File: src/rtl/adc_pulse_capture.sv
// rtl/adc_pulse_capture.sv - ADC pulse capture: threshold trigger, pre/post ring window, readout and peak (option: ADC_BASELINE_SUB_EN)
module adc_pulse_capture #(
  parameter int DATA_W = 16,
  parameter int DEPTH  = 32,
  parameter int PRE    = 8,
  parameter int THRESH = 600
) (
  input  logic              CLK_i,
  input  logic              RSTn_i,
  output logic              cs_o,
  input  logic [DATA_W-1:0] adc_i,
  input  logic              arm_i,
  input  logic              abort_i,
  output logic              trig_o,
  output logic              done_o,
  input  logic              rd_en_i,
  output logic [DATA_W-1:0] rd_data_o,
  output logic              rd_valid_o,
  output logic              rd_last_o,
  output logic [DATA_W-1:0] peak_o
);

  localparam int AW = $clog2(DEPTH);
  localparam int CW = AW + 1;
  localparam int PW = $clog2(PRE);
  localparam logic [DATA_W-1:0] THRESH_V = DATA_W'(THRESH);

  typedef enum logic [2:0] {
    S_IDLE,
    S_ARM,
    S_WAIT_TRIG,
    S_POST,
    S_READY
  } state_t;

  state_t            state_q, state_d;
  logic              cs_q, cs_d;
  logic              s_valid_q;
  logic [AW-1:0]     wp_q, wp_d;
  logic [CW-1:0]     cnt_q, cnt_d;
  logic [AW-1:0]     tptr_q, tptr_d;
  logic [AW-1:0]     rd_addr_q, rd_addr_d;
  logic [AW-1:0]     rd_cnt_q, rd_cnt_d;
  logic [DATA_W-1:0] rd_data_q, rd_data_d;
  logic              rd_valid_q, rd_valid_d;
  logic              rd_last_q, rd_last_d;
  logic [DATA_W-1:0] peak_q, peak_d;
  logic [DATA_W-1:0] pre_max;
  logic              ring_we;
  logic              trig_pulse;
  logic [DATA_W-1:0] ring_q [DEPTH];

`ifdef ADC_BASELINE_SUB_EN
  localparam int SW = DATA_W + PW;
  logic [SW-1:0]     sum_q, sum_d;
  logic [DATA_W-1:0] base_q, base_d;

  function automatic logic [DATA_W-1:0] sat_sub(input logic [DATA_W-1:0] a, input logic [DATA_W-1:0] b);
    return (a > b) ? (a - b) : '0;
  endfunction
`endif

  // Pre-trigger peak contribution: WAIT_TRIG samples are all below threshold, so only
  // ARM-phase samples (ring[0..PRE-1]) still inside the window can exceed the trigger.
  // cnt_q holds the number of WAIT_TRIG samples seen so far (saturating at PRE).
  always_comb begin
    pre_max = '0;
    for (int i = 0; i < PRE; i++) begin
      if ((CW'(i) >= cnt_q) && (ring_q[AW'(i)] > pre_max)) pre_max = ring_q[AW'(i)];
    end
  end

  // Next-state, sample write control and readout logic
  always_comb begin
    state_d    = state_q;
    cs_d       = cs_q;
    wp_d       = wp_q;
    cnt_d      = cnt_q;
    tptr_d     = tptr_q;
    rd_addr_d  = rd_addr_q;
    rd_cnt_d   = rd_cnt_q;
    rd_data_d  = rd_data_q;
    rd_valid_d = 1'b0;
    rd_last_d  = 1'b0;
    peak_d     = peak_q;
    ring_we    = 1'b0;
    trig_pulse = 1'b0;
`ifdef ADC_BASELINE_SUB_EN
    sum_d      = sum_q;
    base_d     = base_q;
`endif
    if (abort_i) begin
      state_d = S_IDLE;
      cs_d    = 1'b0;
    end else begin
      case (state_q)
        S_IDLE: begin
          cs_d = 1'b0;
          if (arm_i) begin
            state_d = S_ARM;
            cs_d    = 1'b1;
            wp_d    = '0;
            cnt_d   = '0;
            peak_d  = '0;
`ifdef ADC_BASELINE_SUB_EN
            sum_d   = '0;
            base_d  = '0;
`endif
          end
        end
        S_ARM: begin
          cs_d = 1'b1;
          if (s_valid_q) begin
            ring_we = 1'b1;
            wp_d    = wp_q + AW'(1);
`ifdef ADC_BASELINE_SUB_EN
            sum_d   = sum_q + SW'(adc_i);
`endif
            if (cnt_q == CW'(PRE - 1)) begin
              state_d = S_WAIT_TRIG;
              cnt_d   = '0;
            end else begin
              cnt_d = cnt_q + CW'(1);
            end
          end
        end
        S_WAIT_TRIG: begin
          cs_d = 1'b1;
          if (s_valid_q) begin
            ring_we = 1'b1;
            wp_d    = wp_q + AW'(1);
            if (adc_i >= THRESH_V) begin
              trig_pulse = 1'b1;
              tptr_d     = wp_q;
              state_d    = S_POST;
              cnt_d      = CW'(1);
              peak_d     = (adc_i > pre_max) ? adc_i : pre_max;
`ifdef ADC_BASELINE_SUB_EN
              base_d     = DATA_W'(sum_q >> PW);
`endif
            end else begin
              if (cnt_q < CW'(PRE)) cnt_d = cnt_q + CW'(1);
`ifdef ADC_BASELINE_SUB_EN
              // Sliding sum of the last PRE samples: add newest, drop the one PRE writes back
              sum_d = sum_q + SW'(adc_i) - SW'(ring_q[wp_q - AW'(PRE)]);
`endif
            end
          end
        end
        S_POST: begin
          if (s_valid_q) begin
            ring_we = 1'b1;
            wp_d    = wp_q + AW'(1);
            if (adc_i > peak_q) peak_d = adc_i;
            if (cnt_q == CW'(DEPTH - PRE - 1)) begin
              cs_d      = 1'b0;
              state_d   = S_READY;
              rd_addr_d = tptr_q - AW'(PRE);
              rd_cnt_d  = '0;
            end else begin
              cnt_d = cnt_q + CW'(1);
            end
          end
        end
        S_READY: begin
          cs_d = 1'b0;
          if (rd_en_i) begin
`ifdef ADC_BASELINE_SUB_EN
            rd_data_d = sat_sub(ring_q[rd_addr_q], base_q);
`else
            rd_data_d = ring_q[rd_addr_q];
`endif
            rd_valid_d = 1'b1;
            rd_last_d  = (rd_cnt_q == AW'(DEPTH - 1));
            rd_addr_d  = rd_addr_q + AW'(1);
            rd_cnt_d   = rd_cnt_q + AW'(1);
            if (rd_cnt_q == AW'(DEPTH - 1)) state_d = S_IDLE;
          end
        end
        default: begin
          state_d = S_IDLE;
          cs_d    = 1'b0;
        end
      endcase
    end
  end

  // Control and datapath registers
  always_ff @(posedge CLK_i or negedge RSTn_i) begin
    if (!RSTn_i) begin
      state_q    <= S_IDLE;
      cs_q       <= 1'b0;
      s_valid_q  <= 1'b0;
      wp_q       <= '0;
      cnt_q      <= '0;
      tptr_q     <= '0;
      rd_addr_q  <= '0;
      rd_cnt_q   <= '0;
      rd_data_q  <= '0;
      rd_valid_q <= 1'b0;
      rd_last_q  <= 1'b0;
      peak_q     <= '0;
`ifdef ADC_BASELINE_SUB_EN
      sum_q      <= '0;
      base_q     <= '0;
`endif
    end else begin
      state_q    <= state_d;
      cs_q       <= cs_d;
      s_valid_q  <= cs_q;
      wp_q       <= wp_d;
      cnt_q      <= cnt_d;
      tptr_q     <= tptr_d;
      rd_addr_q  <= rd_addr_d;
      rd_cnt_q   <= rd_cnt_d;
      rd_data_q  <= rd_data_d;
      rd_valid_q <= rd_valid_d;
      rd_last_q  <= rd_last_d;
      peak_q     <= peak_d;
`ifdef ADC_BASELINE_SUB_EN
      sum_q      <= sum_d;
      base_q     <= base_d;
`endif
    end
  end

  // Ring buffer storage; contents carry no reset value
  always_ff @(posedge CLK_i) begin
    if (ring_we) ring_q[wp_q] <= adc_i;
  end

  assign cs_o       = cs_q;
  assign trig_o     = trig_pulse;
  assign done_o     = (state_q == S_READY);
  assign rd_data_o  = rd_data_q;
  assign rd_valid_o = rd_valid_q;
  assign rd_last_o  = rd_last_q;
`ifdef ADC_BASELINE_SUB_EN
  assign peak_o     = sat_sub(peak_q, base_q);
`else
  assign peak_o     = peak_q;
`endif

endmodule

File: config.mk
export PLATFORM = sky130hd
export DESIGN_NAME = adc_pulse_capture
export DESIGN_NICKNAME = d
export VERILOG_FILES = /design/src/rtl/adc_pulse_capture.sv
export SDC_FILE = /design/constraint.sdc
export NUM_CORES = 1
export LEC_CHECK = 0
export BUFFER_PORTS_ARGS = -buffer_cell sky130_fd_sc_hd__buf_2
export CAP_MARGIN = 0
export CORE_MARGIN = 4
export CORE_UTILIZATION = 50
export DETAILED_ROUTE_END_ITERATION = 8
export GPL_ROUTABILITY_DRIVEN = 1
export PLACE_DENSITY = 0.72
export SYNTH_ARGS = -nofsm -noshare
export SYNTH_HDL_FRONTEND = slang
export SYNTH_SLANG_ARGS = --single-unit
File: constraint.sdc
create_clock -name CLK_i -period 45.2 [get_ports CLK_i]
set_input_delay 2.26 -clock CLK_i [delete_from_list [all_inputs] [get_ports CLK_i]]
set_output_delay 2.26 -clock CLK_i [all_outputs]
set_load 0.01 [all_outputs]
Yosys cells after proc, flatten, opt, wreduce, memory -nomap -nowiden --
Memories as Yosys holds them, arrays and structs flattened. A register that Yosys moved wholly into a read port is not among the register bits. Cells that the tools add are included.
Operators by class: $add $sub $neg 5, magnitude comparators 20, equality and inequality tests 27, mux-type cells 66, bitwise gates (word level) 1, reduce and logical (&&, ||, !) cells 24
Operator list (count):
- 16-bit two-way mux | 14
- 16-bit greater-than comparator | 9
- 6-bit two-way mux | 8
- 16-bit one-hot mux with 3 select lines | 1
- 5-bit two-way mux | 8
- 3-bit two-way mux | 10
- 5-bit one-hot mux with 2 select lines | 3
- 3-bit by 6-bit >= comparator with 1-bit output (first input constant) | 4
- 3-bit inequality test (second input constant) | 8
- 6-bit one-hot mux with 4 select lines | 1
- 1-bit two-way mux | 19
- 16-bit by 10-bit >= comparator with 1-bit output (second input constant) | 1
- 16-bit by 1-bit greater-than comparator with 1-bit output (second input constant) | 1
- 2-bit inequality test (second input constant) | 8
- 5-bit by 1-bit adder with 5-bit output (second input constant) | 3
- 3-bit one-hot mux with 5 select lines | 1
- 1-bit by 6-bit >= comparator with 1-bit output (first input constant) | 2
- 2-bit by 6-bit >= comparator with 1-bit output (first input constant) | 2
- 9-bit AND reduction | 1
- 1-bit logical AND | 8
- 4-bit AND reduction | 2
- 8-bit AND reduction | 1
- 7-bit AND reduction | 1
- 6-bit by 1-bit adder with 6-bit output (second input constant) | 1
- other kinds (22) | 26
Storage, ports and cells: flip-flop bits (word level) 49, memory bits (writable) 512, word-level logic and storage cells 155, memories kept 1
Memories:
- ring_q | depth 32, width 16, read ports 9, clocked after memory_dff 1, wr ports 1, line 51 | logic [DATA_W-1:0] ring_q [DEPTH];

Logic depth before layout (Yosys ltp) --
Gate-level depths: netlist of run 1.
word-level depth 29, gate-level depth with buffers 123, mapped depth without buffers 110

Worst setup path before layout of run 1 --
Ideal clock, no wire load.
path type reg2reg, from register cnt_q[4], to register peak_q[10], in the netlist peak_o[10], library setup time 0.064 ns, data arrival time 18.590 ns, required time 45.136 ns, slack 26.546 ns, cell stages (with the launch flop) 119, path buffers 17, clock period less this slack 18.654 ns, cells stage by stage dfrtp_1 > or3_1 > buf_2 > nor2_4 > and3b_1 > buf_2 > clkbuf_1 > nand2_1 > ha_1 > nand4_1 > a2111o_1 > a31oi_4 > clkbuf_1 > clkbuf_1 > o21ai_0 > inv_1 > ha_1 > a21o_1 > [83 not listed] > clkbuf_1 > o31a_1 > ha_1 > a21oi_1 > o22ai_1 > o21a_1 > o21a_1 > o21ai_0 > nand2b_1 > a21oi_1 > o221ai_1 > o41ai_1 > and3_1 > clkbuf_1 > clkbuf_1 > a22oi_1 > a21oi_1 > a21o_1
Between the ends: cells in the longest elaborated chain, start to end 29, elaborated cells on any way between the ends 36, those cells by class 16 x order compare; 12 x mux; 8 x reduce/logical
Ends and longest elaborated chain:
- from (decl) | line 40 | logic [CW-1:0] cnt_q, cnt_d;
- from (signal assigned) | line 212 | cnt_q <= cnt_d;
- 1-bit by 6-bit >= comparator with 1-bit output | line 69 | if ((CW'(i) >= cnt_q) && (ring_q[AW'(i)] > pre_max)) pre_max = ring_q[AW'(i)];
- 1-bit logical AND | line 69
- 16-bit two-way mux | line 69
- 16-bit greater-than comparator | line 69
- 1-bit logical AND | line 69
- 16-bit two-way mux | line 69
- 16-bit greater-than comparator | line 69
- 1-bit logical AND | line 69
- [13 not listed]
- 16-bit greater-than comparator | line 69
- 1-bit logical AND | line 69
- 16-bit two-way mux * | line 69
- 16-bit greater-than comparator | line 137 | peak_d = (adc_i > pre_max) ? adc_i : pre_max;
- 16-bit two-way mux * | line 137
- 16-bit two-way mux * | line 132 | if (adc_i >= THRESH_V) begin
- 16-bit two-way mux * | line 129 | if (s_valid_q) begin
- 16-bit one-hot mux with 3 select lines * | line 96 | case (state_q)
- to (signal assigned) | line 219 | peak_q <= peak_d;
- to (decl) | line 47 | logic [DATA_W-1:0] peak_q, peak_d;
Every way passes the cells marked *; elsewhere a longest branch is shown, timed or not. The select of a mux whose other input is x is not followed. A chain may end at the register's enable or synchronous reset.

Worst setup path after layout of run 1 --
from register cnt_q[4], to register peak_q[9], in the netlist peak_o[9]
Same word-level chain as after synthesis.

==> results of run 1 <==
==> per-stage QoR <==
stage | cell area [sq um] | hold WS [ns] | setup WS [ns] | utilization (%)
after floorplan | 28100 | 0.435 | 26.55 | -
after global placement | 29400 | 0.387 | 24.25 | 53.1
after detailed placement | 29400 | 0.392 | 23.62 | 53.1
after CTS | 31300 | 0.409 | 23.52 | 56.4
after global routing | 31300 | 0.419 | 21.51 | 56.5
final | 31300 | 0.415 | 23.41 | 56.5
==> how the worst max path moves through the flow <==
stage                   from    endpoint
floorplan           cnt_q[4]  peak_o[10]
global placement    cnt_q[3]   peak_o[2]
detailed placement  cnt_q[4]   peak_o[9]
CTS                 cnt_q[4]   peak_o[9]
global route        cnt_q[3]   peak_o[0]
finish              cnt_q[4]   peak_o[9]
==> metal layers <==
| metal | global-route usage, % | vias to the layer above |
|---|---|---|
| met1 | 33.8 | 8974 |
| met3 | 3.68 | 154 |
| met4 | 8.00 | 0 |
| li1 | - | 7689 |
| met5 | 0 | - |
| met2 | 41.0 | 865 |
==> flip-flops by register name (all words and copies together), names as in the netlist, 3 cells and up <==
name / count
ring_q: 512
peak_o: 16
rd_data_o: 16
cnt_q: 6
rd_addr_q: 5
rd_cnt_q: 5
tptr_q: 5
wp_q: 5
state_q: 3
==> cells by family after synthesis <==
kind of cell               Yosys count
DFF                                577
and+or+nand+nor                    402
AOI/OAI and AO/OA                  384
muxes                              206
buffers and inverters              193
adders and majority gates          146
xor gates and xnor gates             8
==> cell type report <==
cell class | instances | area share [%]
Timing Repair Buffer | 115 | 2.32
Sequential cell | 577 | 54.4
Tap cell | 748 | 2.99
Antenna cell | 1 | 0.00800
Clock inverter | 21 | 0.748
Multi-Input combinational cell | 1146 | 33.3
Clock buffer | 81 | 5.11
Inverter | 100 | 1.20
==> placed cells by master, fill, tap and decap left out, drive strengths merged, types with 7 or more instances in the layout <==
cell type | netlist | final
a21o | 28 | 28
a21oi | 109 | 109
a22oi | 33 | 33
a31oi | 36 | 36
and2 | 9 | 9
and3 | 9 | 9
buf | 34 | 115
clkbuf | 59 | 81
clkinv | 0 | 15
dfrtp | 65 | 65
edfxtp | 512 | 512
ha | 145 | 145
inv | 100 | 100
mux2 | 11 | 11
mux2i | 35 | 35
mux4 | 160 | 160
nand2 | 97 | 97
nand2b | 23 | 23
nand3 | 27 | 27
nand4 | 24 | 24
nor2 | 128 | 128
nor2b | 20 | 20
nor3 | 17 | 17
nor4 | 8 | 8
o21a | 10 | 10
o21ai | 112 | 112
o22ai | 8 | 8
or2 | 7 | 7
or3 | 8 | 8
==> worst register-to-register path: cells and delay by family, from the launching register on <==
family,cells,cell delay [ns]
compound gates,54,10.62
fa+ha+maj,8,2.34
buf+inv,8,1.14
flops,1,0.43
mux,1,0.35
simple gates,37,6.86
==> summary.txt, run 1 <==
Floorplanning
  • Die X: approximately 250 um
  • Die area: between 60000 and 70000 sq um
  • Starting Density: 50.8%
  • Core Rows: 86
  • IO Pins: 58
  • Core Box Area: ~55000 sq um
  • Die height: 245 um

Critical path
  • CP most frequent cell: a21oi_1
  • Startpoint Class: flip-flop
  • Critical R2R Capture: peak_o[9]
  • Delay of the slowest critical-path stage: 0.69 ns
  • Crit path required time: 45.76 ns
  • Worst path depth: between 100 and 150
  • WP buf/inv: 8
  • Crit-path slowest cell: or2_1
  • Worst Reg-to-Reg Cells: 108
  • Crit path arrival time: ~22 ns
  • Crit Path Max Fanout: 32
  • Worst r2r src: cnt_q[4]
  • Kind of critical path: flip-flop to flip-flop
  • Worst Setup End Kind: flip-flop
  • FF-to-FF setup slack: 23.41 ns
  • Crit-path leading delay family: compound AO/OA/AOI/OAI gates

Cells and area
  • Layout cells sized above 1: 20.0%
  • Footprint of the multi-input gates: 10400 sq um
  • Register cell area after layout: 17000 sq um
  • Fin cells: 2789
  • Fillers: 4210
  • Final net count: 2162
  • P&R area growth vs syn: 11.2%

Clocking
  • Worst-path clk slew: 0.06 ns
  • Root buf cell: clkbuf_16
  • Hold-fix buffers, CTS: 0
  • CTS tree: built
  • Post-CTS Setup Bufs: 0
  • PostCTS Resize Cnt: 0
  • Bufs on Longest Clock Path: 3
  • Clk_lat worst skew: around 0.63 ns
  • CTS HTree Levels: 2
  • CTS buffer count: 56
  • Clk sink count: 577

Global route
  • Gr ovfl total: 0
  • Global-route wire length before repair: 112000 um
  • GRT Util Overall: 24.7%
  • Vias in the first global route: 17800
  • Initial antenna violation count: 2
  • Largest net degree at the start of global routing: 66

Route
  • First DRT Iteration DRCs: ~2300
  • Top sig layer: met4
  • Total number of vias: 17700
  • Routed Antenna Nets: 0
  • WL per Instance: 26.6 um
  • Post-Route M1 WL: 29800 um
  • Drt drc: 0
  • Drt pass-1 iters: 5
  • DR vias/cell: 6.34
  • Post-Route WL: 74200 um
  • Met2 wire length: 36300 um
  • WL met3: 5650 um

STA
  • Worst slew pin tran: 1.32 ns
  • Skew final: 0.0217 ns
  • Final setup violation count: 0
  • Tcrit/Tclk final: 48.2%
  • Final hold violations: 0
  • F_max: 0.0459 GHz
  • RSZ-0062 raised after global routing: no
  • Final Max Slew Viols: 0
  • Minimum period implied by the final worst setup slack: 21.79 ns
  • TNS Setup: 0 ns
  • Max_slew headroom: a little under an eighth

Logic synthesis
  • Main flop type after synthesis: edfxtp_1
  • Cells after synthesis: ~1900
  • Share of the synthesized area in the top cell type: between 50% and 60%
  • Post-synthesis adder-cell area fraction: 6.49%
  • Syn Nets: between 2000 and 2500
  • Number of synthesized register bits: 577
  • Count leader, synth: edfxtp_1
  • Sequential fraction of the synthesis area: about three fifths
  • Synth Area per Inst: between 10 and 15 sq um
  • Post-Syn Area: 28100 sq um
  • Largest family of logic cells by synthesized area: multiplexers
  • Post-synth EDFFs: 512
  • Mux cell area share after synthesis: 14.5%
  • Distinct cells, synth: 78
  • Post-synth ARST share: 11.3%
  • Area fraction in compound gates after synthesis: 8.62%
  • Top cells by count, synth: 512 x edfxtp_1, 160 x mux4_2, 145 x ha_1
  • Synth area leader: edfxtp_1
  • Dominant cells by area after synthesis: edfxtp_1 55%, mux4_2 13%, ha_1 6.4%, dfrtp_1 5.8%, a21oi_1 1.9%
  • Synth Area in Simple Gates: 6.98%
  • Synth Area in XOR/XNOR: 0.249%
  • Synth Warn #: 0

Hold path
  • Worst hold endpoint: s_valid_q
  • Hold Startpoint: cs_o
  • Worst hold path class: flip-flop to flip-flop
  • Hold path depth: 0

Placement
  • DP HPWL: 49100 um
  • Final Wtd Congestion: ~0.94
  • Placed insts: ~2700
  • Port Buffer Count: between 50 and 60

Outcome
  • Status: completed

Run
  • Max Cap Viol: 0
Power of run 1 is left out: the tool's default activity adds up to more than one toggle a clock period on the data nets, which glitch-free logic cannot reach.
==> run 2, diff against run 1 <==
==> constraint.sdc (replaced) <==
create_clock -name CLK_i -period 21.5 [get_ports CLK_i]
set_input_delay 1.075 -clock CLK_i [delete_from_list [all_inputs] [get_ports CLK_i]]
set_output_delay 1.075 -clock CLK_i [all_outputs]
set_load 0.01 [all_outputs]
==> run 2 against run 1 <==
Non-clock buffer count fell by 3. Clock skew increased by 0.029 ns. Design area up 0.80%. Utilization is 0.45 points higher. Global-route usage is 0.23 points higher. Register-to-register slack worse by 22 ns. Hold slack improved by 0.013 ns. Wire length increased by 0.21%. Maximum frequency up 9.6%. Via count is 0.17% lower. Die area unchanged. Critical path type unchanged.
==> summary.txt, run 2 (synthesis results as in run 1) <==
Placement
  • Port Buffer Count: 57
  • DP HPWL: 48900 um
  • Placed insts: 2680
  • Final Wtd Congestion: 0.898

Global route
  • Initial antenna violation count: 4
  • GRT Util Overall: 24.9%
  • Gr ovfl total: 0
  • Vias in the first global route: roughly 18000
  • Global-route wire length before repair: 113000 um
  • Largest net degree at the start of global routing: 68

Floorplanning
  • Die area: 60100 sq um
  • Core Rows: 86
  • Core Box Area: 55400 sq um
  • Starting Density: between 50% and 60%
  • Die X: 245 um
  • Die height: 245 um
  • IO Pins: a little under 60

Outcome
  • Status: completed

Route
  • Drt drc: 0
  • Post-Route WL: 74300 um
  • First DRT Iteration DRCs: 1876
  • DR vias/cell: 6.32
  • WL per Instance: 26.6 um
  • Drt pass-1 iters: 6
  • Routed Antenna Nets: 0
  • Total number of vias: between 15000 and 20000

Clocking
  • CTS buffer count: 58
  • Clk_lat worst skew: 0.65 ns
  • Bufs on Longest Clock Path: 3
  • CTS HTree Levels: 2
  • Clk sink count: about 580
  • Root buf cell: clkbuf_16
  • Worst-path clk slew: roughly 0.06 ns
  • Hold-fix buffers, CTS: 0
  • CTS tree: built

Hold path
  • Worst hold endpoint: s_valid_q
  • Worst hold path class: flip-flop to flip-flop
  • Hold Startpoint: cs_o
  • Hold path depth: 0

Critical path
  • Kind of critical path: flip-flop to flip-flop
  • Crit path arrival time: 20.41 ns
  • CP most frequent cell: a21oi_1
  • Worst Reg-to-Reg Cells: 100
  • Crit-path slowest cell: or4_1
  • Critical R2R Capture: peak_o[8]
  • Startpoint Class: flip-flop
  • Crit Path Max Fanout: 34
  • Worst r2r src: cnt_q[3]
  • Crit path required time: 22.04 ns
  • Delay of the slowest critical-path stage: 0.63 ns
  • FF-to-FF setup slack: 1.63 ns
  • Worst Setup End Kind: flip-flop

STA
  • F_max: about 0.05 GHz
  • Max_slew headroom: 5.57%
  • Skew final: 0.0512 ns
  • Final hold violations: 0
  • Final Max Slew Viols: 0
  • Minimum period implied by the final worst setup slack: 19.87 ns
  • Tcrit/Tclk final: 92.4%
  • Final setup violation count: 0
  • Worst slew pin tran: roughly 1.4 ns

Cells and area
  • Most common cell after layout, fill and taps aside: edfxtp_1
  • Final net count: 2162
  • Register cell area after layout: about 17000 sq um
  • Fillers: 4223
  • Highest-count cells in the layout ignoring fill and taps: 512 x edfxtp_1, 160 x mux4_2, 145 x ha_1
  • Footprint of the multi-input gates: 10500 sq um
  • Register with the highest flop count: ring_q
  • P&R area growth vs syn: 12.1%
  • Fin cells: 2794
  • Max FFs per register: slightly above 500
  • Layout cells sized above 1: 20.7%

Run
  • Max Cap Viol: 0
[run 2: cell count changes in the layout (fill, tap and decap cells not counted), sizes merged]
cell / change
buf: -3
clkinvlp: -2
clkbuf: -5
a31oi: +1
bufinv: +2
clkinv: +9
inv: +3
[run 2: repair_timing]
item                                   CTS  global route
endpoints found under the hold margin    0             0
setup buffers                            0             3
resized for setup                        0            15
setup endpoints to repair                0            16
[run 2: worst max path at each step]
stage             start          to  slack (ns)  cells past startpoint
3_3_place_gp   cnt_q[3]   peak_o[2]        0.78                     96
2_1_floorplan  cnt_q[4]  peak_o[10]        2.85                    118
5_1_grt        cnt_q[3]   peak_o[8]       -0.02                    106
3_5_place_dp   cnt_q[3]   peak_o[8]        0.20                     92
6_report       cnt_q[3]   peak_o[8]        1.63                    100
4_1_cts        cnt_q[3]   peak_o[8]        0.08                     92
[run 2: through the flow]
step,instance area (sq um),setup slack [ns],hold WS (ns),util [%],TNS (ns)
floorplan,28100,2.85,0.435,-,0
global placement,29400,0.776,0.389,53.1,0
detailed placement,29400,0.201,0.429,53.1,0
CTS,31400,0.0820,0.425,56.7,0
global route,31500,-0.0223,0.438,56.9,-0.0223
finish,31500,1.63,0.428,56.9,0
[run 2: final cells by class]
type | instances | share of cell area (%)
clock buffer | 76 | 5.32
tap | 748 | 2.97
sequential | 577 | 53.9
inverter | 100 | 1.19
multi-input combinational | 1147 | 33.2
antenna | 1 | 0.00793
timing repair buffer | 112 | 2.22
clock inverter | 33 | 1.15
[run 2: worst max-delay path, delay by kind of cell, from the launching register on]
kind	cells	cell delay, ns
AO/OA/AOI/OAI	46	8.83
AND/OR/NAND/NOR	38	6.70
adder cells (fa/ha/maj)	8	2.36
buffers and inverters	7	1.09
flip-flops	1	0.44
multiplexers	1	0.31
[run 2: routing by layer]
metal / vias up / track usage, % / part of all wire, %
li1: 7691 / - / -
met2: 790 / 42.4 / 50
met5: - / 0 / 0
met3: 136 / 3.06 / 7.1
met1: 9035 / 34.9 / 40
met4: 0 / 5.52 / 2.4
Power of run 2 is left out for the same reason.
